### src/rtl/uart_pkg.sv
// uart_pkg: definitions shared by the UART receiver, transmitter and RX FIFO.
//   - character/entry widths and receive-entry field positions
//   - parity-mode encodings
//   - RX capture FSM state type
//   - packRxEntry(): builds a receive entry from receiver outputs
package uart_pkg;

  localparam int UART_DATA_WIDTH     = 9;
  localparam int UART_RX_ENTRY_WIDTH = 11;

  // Receive entry layout: {break, parityError, data[8:0]}
  localparam int ENTRY_DATA_LSB   = 0;
  localparam int ENTRY_DATA_MSB   = 8;
  localparam int ENTRY_PARITY_BIT = 9;
  localparam int ENTRY_BREAK_BIT  = 10;

  typedef enum logic [1:0] {
    PARITY_SPACE = 2'b00,
    PARITY_EVEN  = 2'b01,
    PARITY_ODD   = 2'b10,
    PARITY_MARK  = 2'b11
  } parityMode_t;

  typedef enum logic {
    CAP_IDLE  = 1'b0,
    CAP_GUARD = 1'b1
  } captureState_t;

  typedef logic [UART_RX_ENTRY_WIDTH-1:0] rxEntry_t;

  function automatic rxEntry_t packRxEntry(
    input logic [UART_DATA_WIDTH-1:0] data,
    input logic                       parityError,
    input logic                       brk
  );
    rxEntry_t entry;
    entry                                 = '0;
    entry[ENTRY_DATA_MSB:ENTRY_DATA_LSB]  = data;
    entry[ENTRY_PARITY_BIT]               = parityError;
    entry[ENTRY_BREAK_BIT]                = brk;
    return entry;
  endfunction

endpackage

### src/rtl/fifo_mem.sv
// fifo_mem: simple dual-port register array.
//   clk      - write clock
//   wrEnable - write strobe, wrData stored at wrAddr on the rising edge
//   wrAddr   - write address
//   wrData   - write data
//   rdAddr   - read address
//   rdData   - asynchronous read of the entry at rdAddr
// Storage is not reset; the owner qualifies rdData with its own valid flag.
module fifo_mem #(
  parameter int WIDTH      = 11,
  parameter int DEPTH_LOG2 = 4
) (
  input  logic                  clk,
  input  logic                  wrEnable,
  input  logic [DEPTH_LOG2-1:0] wrAddr,
  input  logic [WIDTH-1:0]      wrData,
  input  logic [DEPTH_LOG2-1:0] rdAddr,
  output logic [WIDTH-1:0]      rdData
);

  localparam int DEPTH = 1 << DEPTH_LOG2;

  logic [WIDTH-1:0] mem [DEPTH];

  always_ff @(posedge clk) begin
    if (wrEnable) begin
      mem[wrAddr] <= wrData;
    end
  end

  // First-word-fall-through needs the head entry without a read cycle.
  assign rdData = mem[rdAddr];

endmodule

### src/rtl/uart_rx_fifo.sv
// uart_rx_fifo: receive buffer between the UART receiver and the host.
//   clk, rst                 - system clock, asynchronous active-low reset
//   rxData/rxValid           - character and dataReceived level from receiver
//   rxParityError/rxBreak    - receiver flags, qualified by rxValid
//   rxAck                    - receiveData pulse, one per consumed character
//   rdData/rdParityError/
//   rdBreak/rdValid          - head entry (first-word-fall-through)
//   rdEnable                 - pop head entry
//   count/full               - fill level and full flag
//   overflow/clearOverflow   - sticky drop indicator and its clear
module uart_rx_fifo
  import uart_pkg::*;
#(
  parameter int DEPTH_LOG2 = 4
) (
  input  logic                       clk,
  input  logic                       rst,
  input  logic [UART_DATA_WIDTH-1:0] rxData,
  input  logic                       rxValid,
  input  logic                       rxParityError,
  input  logic                       rxBreak,
  output logic                       rxAck,
  output logic [UART_DATA_WIDTH-1:0] rdData,
  output logic                       rdParityError,
  output logic                       rdBreak,
  output logic                       rdValid,
  input  logic                       rdEnable,
  output logic [DEPTH_LOG2:0]        count,
  output logic                       full,
  output logic                       overflow,
  input  logic                       clearOverflow
);

  localparam logic [DEPTH_LOG2:0] FULL_COUNT = {1'b1, {DEPTH_LOG2{1'b0}}};

  captureState_t         state;
  logic [DEPTH_LOG2-1:0] wrPtr;
  logic [DEPTH_LOG2-1:0] rdPtr;
  logic [DEPTH_LOG2:0]   countReg;
  logic                  overflowReg;

  logic     isEmpty;
  logic     isFull;
  logic     capture;
  logic     popFire;
  logic     pushFire;
  rxEntry_t wrEntry;
  rxEntry_t headEntry;

  assign isEmpty = (countReg == '0);
  assign isFull  = (countReg == FULL_COUNT);

  // A character is taken only in IDLE; the GUARD cycle masks the receiver's
  // one-cycle lag in dropping rxValid after rxAck.
  assign capture  = (state == CAP_IDLE) && rxValid;
  assign popFire  = rdEnable && !isEmpty;
  // A pop in the same cycle frees a slot, so a full FIFO still accepts.
  assign pushFire = capture && (!isFull || popFire);

  assign wrEntry = packRxEntry(rxData, rxParityError, rxBreak);

  // Capture FSM with registered acknowledge.
  always_ff @(posedge clk or negedge rst) begin
    if (!rst) begin
      state <= CAP_IDLE;
      rxAck <= 1'b0;
    end else begin
      case (state)
        CAP_IDLE: begin
          rxAck <= rxValid;
          if (rxValid) begin
            state <= CAP_GUARD;
          end
        end
        CAP_GUARD: begin
          rxAck <= 1'b0;
          state <= CAP_IDLE;
        end
        default: begin
          rxAck <= 1'b0;
          state <= CAP_IDLE;
        end
      endcase
    end
  end

  // Pointers wrap naturally because the depth is a power of two.
  always_ff @(posedge clk or negedge rst) begin
    if (!rst) begin
      wrPtr       <= '0;
      rdPtr       <= '0;
      countReg    <= '0;
      overflowReg <= 1'b0;
    end else begin
      if (pushFire) begin
        wrPtr <= wrPtr + 1'b1;
      end
      if (popFire) begin
        rdPtr <= rdPtr + 1'b1;
      end
      case ({pushFire, popFire})
        2'b10:   countReg <= countReg + 1'b1;
        2'b01:   countReg <= countReg - 1'b1;
        default: countReg <= countReg;
      endcase
      // Setting takes priority over a simultaneous clear.
      if (capture && !pushFire) begin
        overflowReg <= 1'b1;
      end else if (clearOverflow) begin
        overflowReg <= 1'b0;
      end
    end
  end

  fifo_mem #(
    .WIDTH      (UART_RX_ENTRY_WIDTH),
    .DEPTH_LOG2 (DEPTH_LOG2)
  ) uMem (
    .clk      (clk),
    .wrEnable (pushFire),
    .wrAddr   (wrPtr),
    .wrData   (wrEntry),
    .rdAddr   (rdPtr),
    .rdData   (headEntry)
  );

  // Head fields are forced to zero while empty so stale storage never leaks.
  assign rdValid       = !isEmpty;
  assign rdData        = rdValid ? headEntry[ENTRY_DATA_MSB:ENTRY_DATA_LSB] : '0;
  assign rdParityError = rdValid & headEntry[ENTRY_PARITY_BIT];
  assign rdBreak       = rdValid & headEntry[ENTRY_BREAK_BIT];
  assign count         = countReg;
  assign full          = isFull;
  assign overflow      = overflowReg;

endmodule

### config.mk
export PLATFORM = sky130hd
export DESIGN_NAME = uart_rx_fifo
export DESIGN_NICKNAME = d
export VERILOG_FILES = /design/src/rtl/uart_pkg.sv /design/src/rtl/fifo_mem.sv /design/src/rtl/uart_rx_fifo.sv
export SDC_FILE = /design/constraint.sdc
export NUM_CORES = 1
export LEC_CHECK = 0
export BUFFER_PORTS_ARGS = -buffer_cell sky130_fd_sc_hd__buf_2
export CAP_MARGIN = 20
export CORE_UTILIZATION = 55
export CTS_CLUSTER_SIZE = 12
export DETAILED_ROUTE_END_ITERATION = 8
export GPL_TIMING_DRIVEN = 0
export PLACE_DENSITY = 0.83
export SLEW_MARGIN = 30
export SYNTH_ARGS = -nofsm -noshare
export SYNTH_HDL_FRONTEND = slang
export SYNTH_SLANG_ARGS = --single-unit
### constraint.sdc
create_clock -name clk -period 2.9 [get_ports clk]
set_input_delay 0.29 -clock clk [delete_from_list [all_inputs] [get_ports clk]]
set_output_delay 0.29 -clock clk [all_outputs]
set_load 0.01 [all_outputs]
[After elaboration in Yosys (flattened, before gate mapping)]
Memories as Yosys holds them, arrays and structs flattened.
Cells that the tools add are included.
Widths: inputs -> output; s select.
Cells by class
  $add $sub $neg: 4
  multipliers: 0
  bitwise gates (word level): 3
  $lt $le $gt $ge: 0
  div/mod/pow operators: 0
  equality and inequality tests: 3
  multiplexer cells: 9
  shifts and indexed selects: 0
  reduce and logical (&&, ||, !) cells: 11
Operators by type and width (number)
  $pmux 5 s2: 1
  $mux 9: 1
  $add 4x1->4 const B: 2
  $add 5x1->5 const B: 1
  $eq 5x5->1 const B: 1
  $logic_not 5->1: 1
  $mux 1: 5
  $sub 5x1->5 const B: 1
  $logic_and 1x1->1: 4
  $pmux 1 s2: 2
  $reduce_bool 2->1: 2
  $logic_not 1->1: 3
  $and 1x1->1: 2
  $eq 2x1->1 const B: 1
  $eq 2x2->1 const B: 1
  $logic_or 1x1->1: 1
  $not 1->1: 1
Storage, ports and cells
  output and inout port bits: 20
  memories kept: 1
  input bits: 16
  bits in registers: 16
  memory bits (read-only): 0
  bits in latches: 0
  RAM bits: 176
Memories
  uMem.mem: words 16, bits a word 11, read ports 1, clocked after Yosys merged registers in 0, wr ports 1, RTL line fifo_mem.sv:23  | logic [WIDTH-1:0] mem [DEPTH];

[Logic depth before layout (Yosys ltp)]
Gate-level depths: netlist (run 1).
  depth in word-level cells: 8
  gate-level depth with buffers: 13
  gate-level depth less buffers: 11

[Cells and area by module]
From an unflattened synthesis (run 1), not the netlist that was laid out.
Unflattened totals
  cells, all modules: 370
  area, all modules: 7662.3 um2
By module, submodules not included
  fifo_mem: cells an instance 294, area each 6819.0 um2, instances 1
  uart_rx_fifo: cells an instance 76, area each 843.3 um2, instances 1

[Least setup slack after synthesis (run 1)]
No wires, ideal clock.
  path type: register to register
  start point: register countReg[2], in the netlist count[2]
  end point: register countReg[4], in the netlist count[4]
  slack: -160 ps
  period minus slack after synthesis: 3060 ps
  stages on the path, launching flop included: 14
  buffers on the path: 2
  arrival time: 2928 ps
  cell sequence: dfrtp_1 -> or3_4 -> or3_1 -> buf_6 -> nand2_4 -> inv_1 -> ha_1 -> clkbuf_1 -> xor2_1 -> ha_1 -> o211ai_1 -> nor4_1 -> nand4b_1 -> or3_1
On the way
  longest elaborated chain between the ends: 7
  elaborated cells on any way between the ends: 13
  those cells by class: add/sub (2); eq/ne (3); mux (1); reduce/logical (7)
Ends and longest elaborated chain
  start, declared: RTL line uart_rx_fifo.sv:39  | logic [DEPTH_LOG2:0] countReg;
  start signal, assigned: RTL line uart_rx_fifo.sv:102  | 2'b10: countReg <= countReg + 1'b1;
  start signal, assigned: RTL line uart_rx_fifo.sv:103  | 2'b01: countReg <= countReg - 1'b1;
  start signal, assigned: RTL line uart_rx_fifo.sv:104  | default: countReg <= countReg;
  $logic_not 5->1 (*): RTL line uart_rx_fifo.sv:50  | assign isEmpty = (countReg == '0);
  $logic_not 1->1 (*): RTL line uart_rx_fifo.sv:56  | assign popFire = rdEnable && !isEmpty;
  $logic_and 1x1->1 (*): RTL line uart_rx_fifo.sv:56
  net popFire: RTL line uart_rx_fifo.sv:45  | logic popFire;
  $logic_or 1x1->1: RTL line uart_rx_fifo.sv:58  | assign pushFire = capture && (!isFull || popFire);
  $logic_and 1x1->1: RTL line uart_rx_fifo.sv:58
  $eq 2x1->1 / $eq 2x2->1 (equally long branches): RTL line uart_rx_fifo.sv:101  | case ({pushFire, popFire})
  $pmux 5 s2 / $reduce_bool 2->1 (equally long branches)
The timed path passes the listed nets; every way through them passes the cells marked *.
A chain may end at the register's enable or synchronous reset.

[Worst setup path in the final report (run 1)]
  start point: register countReg[0], in the netlist count[0]
  end point: register countReg[4], in the netlist count[4]
Same word-level chain as after synthesis.

==> results of run 1 <==
==> per-layer routing <==
layer	vias to the layer above	track usage [%]	part of all wire, %
li1	1733	-	-
met5	-	0	0
met1	2086	30.4	39
met2	208	39.0	53
met3	25	4.75	6.4
met4	0	8.41	1.6
==> registers in the layout, indices dropped and copies added, names as in the netlist <==
signal,cells
count,5
rdPtr,4
wrPtr,4
rxAck,1
uMem.mem,176
overflow,1
==> cells in the final DEF, fill, tap and decap left out, types with 4 or more instances in the layout <==
master,instances
ha_1,7
a21oi_1,14
clkbuf_1,8
nor2_2,4
o21ai_0,4
buf_4,15
mux2_2,12
mux2i_1,11
bufinv_16,4
mux4_2,44
nand2_1,4
edfxtp_1,176
buf_2,48
dfrtp_1,12
o21ai_1,11
clkbuf_16,17
and2_1,8
inv_1,8
xnor2_1,7
nor4_2,4
nor2_1,4
==> path summary, 6_finish.rpt <==
| check | start | endpoint | slack (ns) | depth (start not counted) |
|---|---|---|---|---|
| worst max register to register | count[0] | count[4] | -0.06 | 12 |
| worst min-delay path | rxValid | rxAck | 0.17 | 2 |
| worst max-delay path | count[0] | count[4] | -0.06 | 12 |
| max in group asynchronous | rst | count[2] | 2.26 | 2 |
| worst min register to register | rxAck | rxAck | 0.46 | 1 |
| min in group asynchronous | rst | rdPtr[2] | 0.33 | 2 |
==> cell type report <==
type	count	area (sq um)	area share (%)
plain buffers	20	165	1.83
clock buffers	20	437	4.84
clock inverters	12	168	1.86
inverters	10	45.0	0.499
multi-input cells	170	2000	22.2
flip-flops and latches	191	5660	62.8
well taps	180	225	2.50
repair buffers	56	315	3.50
==> power by group <==
group          switching [mW]  internal [mW]
Combinational            1.56           1.40
Clock                   0.939           1.43
Sequential              0.122           3.28
==> repair_timing <==
item | in CTS | in global routing
hold buffers | 1 | 0
pin swaps | 4 | 8
endpoints found under the hold margin | 15 | 0
setup buffers | 5 | 7
gates resized for setup | 3 | 3
cloned | 0 | 0
setup endpoints to repair | 1 | 4
==> stage by stage <==
stage	hold slack [ns]	area, sq um	cells
finish	0.167	9020	659
global route	0.153	9020	659
CTS	0.152	8960	652
detailed placement	0.226	8310	615
global placement	0.213	8230	607
floorplan	-0.00559	7830	392
==> cell families after synthesis <==
| group | Yosys count | synth area share (%) |
|---|---|---|
| compound gates | 35 | 2.56 |
| xor+xnor | 10 | 1.12 |
| fa+ha+maj | 9 | 1.44 |
| buf+inv | 31 | 2.58 |
| flops | 191 | 72.5 |
| mux | 68 | 16.0 |
| simple gates | 48 | 3.75 |
==> worst reg2reg max path, cell delays in order, from the launching register on <==
cell	delay (ns)
dfrtp_2	0.41
or3_4	0.41
or3_4	0.40
nand2_4	0.10
inv_4	0.04
ha_4	0.17
buf_8	0.12
xor2_1	0.14
ha_2	0.19
o211ai_1	0.24
nor4_1	0.10
nand4b_1	0.19
or3_1	0.36
==> flow_summary.toml, run 1 <==
[floorplan]
fp.dieH_um = 121
fp.coreArea_sq_um = 13900
rows = 43
ios = 36
die_x_um = 121
start_util_pct = 56.2
die-area_sq_um = 14700

[grt]
grt_max_degree = 17
antenna_found_initial = 0
grt_pass1_vias = 4133
track_usage_pct = 23.3
grt_overflow = 0
grt_pass1_wl_um = 23700

[logic_synthesis]
yosys_warnings = 0
syn-num-nets = 417
yosys_most_used_dff = "edfxtp_1"
synth.avg_cell_area_sq_um = 19.9
synth_area_leaders = "edfxtp_1 (68%), mux4_2 (13%), dfrtp_1 (4.8%)"
synth_top_cell_area_share_pct = 67.7
yosysMostFrequentCell = "edfxtp_1"
syn_inst = 392
async_flop_share_pct = 7.85
ys_ff_latch = 191
seq_area_frac_synth_pct = 72.5
netlist_top_cells_count = "edfxtp_1 (176), mux4_2 (44), dfrtp_1 (15), a21oi_1 (14), mux2_2 (12)"
synth_top_area_cell = "edfxtp_1"
synth-edff-count = 176
synth_cell_types = 44
synth_area_sq_um = 7810

[finish]
nFillCells = 898
antenna_cells = 0
area_delta_synth_final_pct = 15.5
nets = 491
drive_gt1_share_pct = 36.1
final_core_util_pct = 65.0

[setup_path]
arrival_ns = 3.26
cp-end-kind = "flop"
path_class = "flop to flop"
cp-start-kind = "flop"
required_ns = 3.20
crit_buf_inv = 2
cpPeakStageDelay_ns = 0.41
path_common_cell = "or3_4"
critPathMaxFanout = 4
crit_family = "simple AND/OR/NAND/NOR gates"
slowest_stage = "dfrtp_2"
cp_cell_sequence = "or3_4, or3_4, nand2_4, inv_4, ha_4, buf_8, xor2_1, ha_2, o211ai_1, nor4_1, nand4b_1, or3_1"

[worst_hold_path]
hp-class = "input port to flop"

[placement]
hpwlAfterDp_um = 9960
numPortBuffers = 35
place.gp.congestion = 0.779
pre_cts_slack_ns = -0.205

[run_status]
violations = "negative setup slack"
status = "complete, but fails checks"

[clocking]
clock-sinks = 191
ctsRootBufferMaster = "clkbuf_16"
clock_path_buffers = 2
clock_latency_ns = 0.43
cts_tree = "built"
cts_buffers = 17
clkTransAtPathRegs_ns = 0.06
cts_htree_levels = 4

[route]
viasPerCell = 6.15
remaining_drc_errors = 0
vias = 4052
first_pass_iters = 5
avgRoutedWirePerCell_um = 23.6
ant_nets = 0
routed_wl_um = 15500
drt_iter0_drc = 525

[sta]
fmax_ghz = 0.338
setup-tns-final_ns = -0.0616
worst_slew_pin_slew_ns = 0.749
min_period_ns = 2.96
rsz0062_at_grt = "true"
setup_viol = 1
drv_slew = 0
slew_headroom_pct = 50.0
finalCritPeriodShare_pct = 102
finClkSkew_ns = 0.00835
setup_ws_ns = -0.0616
hold_viol_final = 0

[power_and_ir_drop]
peakVddDrop_mv = 0.613
p_per_area_nw_per_um2 = 968
power.leakage_nw = 3.07
p_total_mw = 8.73

[run]
max-cap-violations = 0
Power figures use the tool's default switching activity.
==> run 2: changes to the inputs <==
--- a/config.mk
+++ b/config.mk
@@ -7,11 +7,12 @@
 export LEC_CHECK = 0
 export BUFFER_PORTS_ARGS = -buffer_cell sky130_fd_sc_hd__buf_2
 export CAP_MARGIN = 20
-export CORE_UTILIZATION = 55
+export CORE_UTILIZATION = 57
+export CTS_BUF_LIST = sky130_fd_sc_hd__clkbuf_4 sky130_fd_sc_hd__clkbuf_8
 export CTS_CLUSTER_SIZE = 12
 export DETAILED_ROUTE_END_ITERATION = 8
 export GPL_TIMING_DRIVEN = 0
-export PLACE_DENSITY = 0.83
+export PLACE_DENSITY = 0.86
 export SLEW_MARGIN = 30
 export SYNTH_ARGS = -nofsm -noshare
 export SYNTH_HDL_FRONTEND = slang
==> constraint.sdc (replaced) <==
create_clock -name clk -period 2.69 [get_ports clk]
set_input_delay 0.269 -clock clk [delete_from_list [all_inputs] [get_ports clk]]
set_output_delay 0.269 -clock clk [all_outputs]
set_load 0.01 [all_outputs]
==> flow_summary.toml, run 2 (synthesis results as in run 1) <==
[run_status]
status = "complete, but fails checks"
violations = "negative setup slack"

[sta]
drv_slew = 0
setup_ws_ns = -0.0773
slew_headroom_pct = 49.1
hold_viol_final = 0
worst_slew_pin_slew_ns = 0.763
min_period_ns = 2.77
finalCritPeriodShare_pct = 103
finClkSkew_ns = 0.00854
rsz0062_at_grt = "true"
hold_ws_ns = 0.106
fmax_ghz = 0.361
setup_viol = 1
setup-tns-final_ns = -0.0773

[placement]
hpwlAfterDp_um = 10100
numPortBuffers = 35
place.gp.congestion = 0.862
dp.cells = 611
place_area_sq_um = 8300

[clocking]
clkTransAtPathRegs_ns = 0.09
ctsRootBufferMaster = "clkbuf_8"
clock-sinks = 191
cts_tree = "built"
clock_path_buffers = 2
clock_latency_ns = 0.45
cts_htree_levels = 4
cts_buffers = 17

[setup_path]
slowest_stage = "dfrtp_2"
cp-start-kind = "flop"
arrival_ns = 3.10
required_ns = 3.02
cpPeakStageDelay_ns = 0.41
cp_cell_sequence = "or3_4, or3_4, nand2_4, inv_4, ha_4, buf_8, xor2_1, ha_2, o211ai_1, nor4_1, nand4b_1, or3_1"
critPathMaxFanout = 3
path_class = "flop to flop"
crit_buf_inv = 2
crit_family = "simple AND/OR/NAND/NOR gates"
path_common_cell = "or3_4"
cp-end-kind = "flop"

[route]
vias = 4003
avgRoutedWirePerCell_um = 23.4
drt_iter0_drc = 381
first_pass_iters = 5
remaining_drc_errors = 0
viasPerCell = 6.09
ant_nets = 0
routed_wl_um = 15400

[finish]
mostFrequentLayoutCell = "edfxtp_1"
top_register = "uMem.mem"
final_cell_mix = "edfxtp_1 (176), buf_2 (45), mux4_2 (44), clkbuf_8 (21), buf_4 (15)"
fin_cells = 657
nets = 493
multiInputGateArea_sq_um = 2070
largest_reg_flops = 176
antenna_cells = 0
area_delta_synth_final_pct = 14.6
nFillCells = 834
stdcell_area_sq_um = 8940
seqCellArea_sq_um = 5660
final_core_util_pct = 67.3
drive_gt1_share_pct = 40.3

[floorplan]
ios = 36
start_util_pct = 58.7
die_x_um = 119
fp.coreArea_sq_um = 13300
die-area_sq_um = 14200
fp.dieH_um = 119
rows = 42

[run]
max-cap-violations = 0

[grt]
grt_pass1_vias = 4081
grt_overflow = 0
grt_pass1_wl_um = 23100
antenna_found_initial = 0
track_usage_pct = 23.0
grt_max_degree = 17

[power_and_ir_drop]
peakVddDrop_mv = 0.568
p_per_area_nw_per_um2 = 1010
power.leakage_nw = 3.06

[worst_hold_path]
hp-class = "input port to flop"
-- run 2: changes by cell type in the layout (fill, tap and decap cells not counted), sizes merged --
cell	delta
inv	+1
bufinv	-2
clkinv	-1
clkbuf	+4
-- run 2: routing by layer --
metal | wire length, um | track usage (%) | vias up | part of all wire (%)
met5 | 0 | 0 | - | 0
met2 | 8080 | 39.9 | 168 | 53
met4 | 267 | 8.62 | 0 | 1.7
met1 | 6150 | 29.5 | 2069 | 40
met3 | 872 | 3.64 | 26 | 5.7
li1 | - | - | 1740 | -
-- run 2: where the power goes --
group / switching (mW) / internal (mW) / leakage (nW) / total [mW]
sequential: 0.140 / 3.53 / 1.76 / 3.67
combinational: 1.77 / 1.70 / 1.09 / 3.46
clock: 0.937 / 0.917 / 0.202 / 1.85
-- run 2: through the flow --
stage | worst slack, ns | total power, mW
floorplan | -0.223 | 5.88
global placement | -0.739 | 6.62
detailed placement | -0.364 | 6.82
CTS | -0.0787 | 8.78
global route | -0.214 | 9.36
finish | -0.0773 | 8.99
-- run 2: area by class of cell --
cell class | count | area share, %
well taps | 176 | 2.46
flip-flops and latches | 191 | 63.3
repair buffers | 58 | 3.97
plain buffers | 20 | 2.11
multi-input cells | 170 | 23.1
inverters | 10 | 0.504
clock inverters | 10 | 1.25
clock buffers | 22 | 3.25
-- run 2: path summary, 6_finish.rpt --
check                               from        to  slack, ns  depth (start not counted)
setup / recovery                count[1]  count[4]      -0.08                         12
hold / removal             clearOverflow  overflow       0.11                          3
setup reg to reg                count[1]  count[4]      -0.08                         12
hold reg to reg                    rxAck     rxAck       0.47                          1
max in group asynchronous            rst  count[0]       2.12                          2
min in group asynchronous            rst  count[3]       0.27                          2
-- run 2: timing repair --
action                     in CTS  in global routing
cloned                          0                  1
hold buffers                    1                  0
setup buffers                  11                  2
resized for setup              11                 22
pin swaps                       4                  0
hold endpoints to repair       15                  0
setup endpoints to repair      13                 12
-- run 2: tightest hold or removal path, delay by kind of cell --
family | cells | cell delay (ns)
compound gates | 1 | 0.12
buf+inv | 2 | 0.14
==> run 3: changes to the inputs <==
--- a/config.mk
+++ b/config.mk
@@ -7,6 +7,7 @@
 export LEC_CHECK = 0
 export BUFFER_PORTS_ARGS = -buffer_cell sky130_fd_sc_hd__buf_2
 export CAP_MARGIN = 20
+export CORE_ASPECT_RATIO = 1.25
 export CORE_UTILIZATION = 57
 export CTS_BUF_LIST = sky130_fd_sc_hd__clkbuf_4 sky130_fd_sc_hd__clkbuf_8
 export CTS_CLUSTER_SIZE = 12
==> flow_summary.toml, run 3 (synthesis results as in run 1) <==
[route]
routed_wl_um = 16100
avgRoutedWirePerCell_um = 24.6
viasPerCell = 6.17
ant_nets = 0
drt_iter0_drc = 469
vias = 4031
remaining_drc_errors = 0
first_pass_iters = 5

[setup_path]
cp-start-kind = "flop"
cp-end-kind = "flop"
path_class = "flop to flop"
critPathMaxFanout = 4
arrival_ns = 3.17
rr_worst_depth = 12
required_ns = 3.01

[grt]
grt_overflow = 0
grt_pass1_wl_um = 24700
track_usage_pct = 24.5
antenna_found_initial = 0
grt_max_degree = 18
grt_pass1_vias = 4379

[clocking]
cts_buffers = 17
clock_latency_ns = 0.45
clock-sinks = 191
cts_htree_levels = 4
ctsRootBufferMaster = "clkbuf_8"
clock_path_buffers = 2
clkTransAtPathRegs_ns = 0.10
cts_tree = "built"

[sta]
min_period_ns = 2.84
fmax_ghz = 0.352
rsz0062_at_grt = "true"
hold_viol_final = 0
finalCritPeriodShare_pct = 106
slew_headroom_pct = 51.0
worst_slew_pin_slew_ns = 0.735
setup_ws_ns = -0.153
drv_slew = 0
finClkSkew_ns = 0.0127
setup_viol = 1

[placement]
hpwlAfterDp_um = 10500
place_area_sq_um = 8310
pre_cts_slack_ns = -0.394
numPortBuffers = 35
place.gp.congestion = 0.820

[finish]
mostFrequentLayoutCell = "edfxtp_1"
area_delta_synth_final_pct = 13.8
stdcell_area_sq_um = 8880
top_register = "uMem.mem"
final_cell_mix = "edfxtp_1 (176), mux4_2 (44), buf_2 (41), buf_4 (20), clkbuf_8 (18)"
drive_gt1_share_pct = 38.2
antenna_cells = 0
nets = 494
final_core_util_pct = 66.8
largest_reg_flops = 176

[floorplan]
start_util_pct = 58.7
die_x_um = 107
fp.dieH_um = 133
ios = 36
rows = 47
die-area_sq_um = 14200
fp.coreArea_sq_um = 13300

[worst_hold_path]
hp-class = "input port to flop"
holdPathStages = 2

[power_and_ir_drop]
power.leakage_nw = 3.01
p_total_mw = 8.84
peakVddDrop_mv = 0.532
p_per_area_nw_per_um2 = 996

[run]
max-cap-violations = 0

[run_status]
status = "complete, but fails checks"
violations = "negative setup slack"
## run 3: worst max-delay path, cell delays in order, from the launching register on
cell and delay [ns]:
dfrtp_2 0.43, or3_4 0.42, or3_4 0.36, nand2_4 0.09, inv_4 0.04, ha_4 0.16, buf_8 0.12, xor2_2 0.14
ha_2 0.19, o211ai_1 0.24, nor4_1 0.07, nand4b_1 0.17, or3_1 0.31
## run 3: path summary, 6_finish.rpt
| check | endpoint | slack (ns) | start |
|---|---|---|---|
| setup / recovery | count[4] | -0.15 | count[0] |
| hold / removal | rxAck | 0.11 | rxValid |
| setup reg to reg | count[4] | -0.15 | count[0] |
| hold reg to reg | rxAck | 0.48 | rxAck |
| max in group asynchronous | count[2] | 2.13 | rst |
| min in group asynchronous | rxAck | 0.25 | rst |
## run 3: cell type report
type / count / area [sq um]
Inverter: 10 / 45.0
Clock inverter: 14 / 133
Tap cell: 171 / 214
Multi-Input combinational cell: 170 / 2020
Clock buffer: 18 / 241
Buffer: 20 / 196
Sequential cell: 191 / 5660
Timing Repair Buffer: 59 / 369
Fill cell: 852 / 4410
## run 3: per-layer routing
layer	track usage, %	vias to the layer above	part of all wire, %
met4	11.9	0	2.7
met1	30.9	2059	37
met5	0	-	0
li1	-	1739	-
met2	41.2	200	53
met3	4.29	33	6.5
## run 3: where the power goes
group          internal, mW  switching [mW]  leakage, nW
sequential             3.53           0.146         1.76
clock                 0.758            1.01        0.181
combinational          1.65            1.74         1.07
## run 3: per-stage QoR
stage                     setup TNS, ns  instances  hold WS (ns)
after floorplan                  -0.224        392       -0.0266
after global placement           -33.54        598         0.193
after detailed placement         -0.522        606         0.205
after CTS                        -0.134        648        0.0866
after global routing             -0.331        653        0.0918
final                            -0.153        653         0.110
## run 3: timing repair
item / in CTS / in global routing
gates resized for setup: 11 / 9
hold endpoints to repair: 15 / 0
pin swaps: 5 / 2
cloned: 0 / 1
hold buffers: 1 / 0
setup endpoints to repair: 13 / 13
setup buffers: 10 / 4
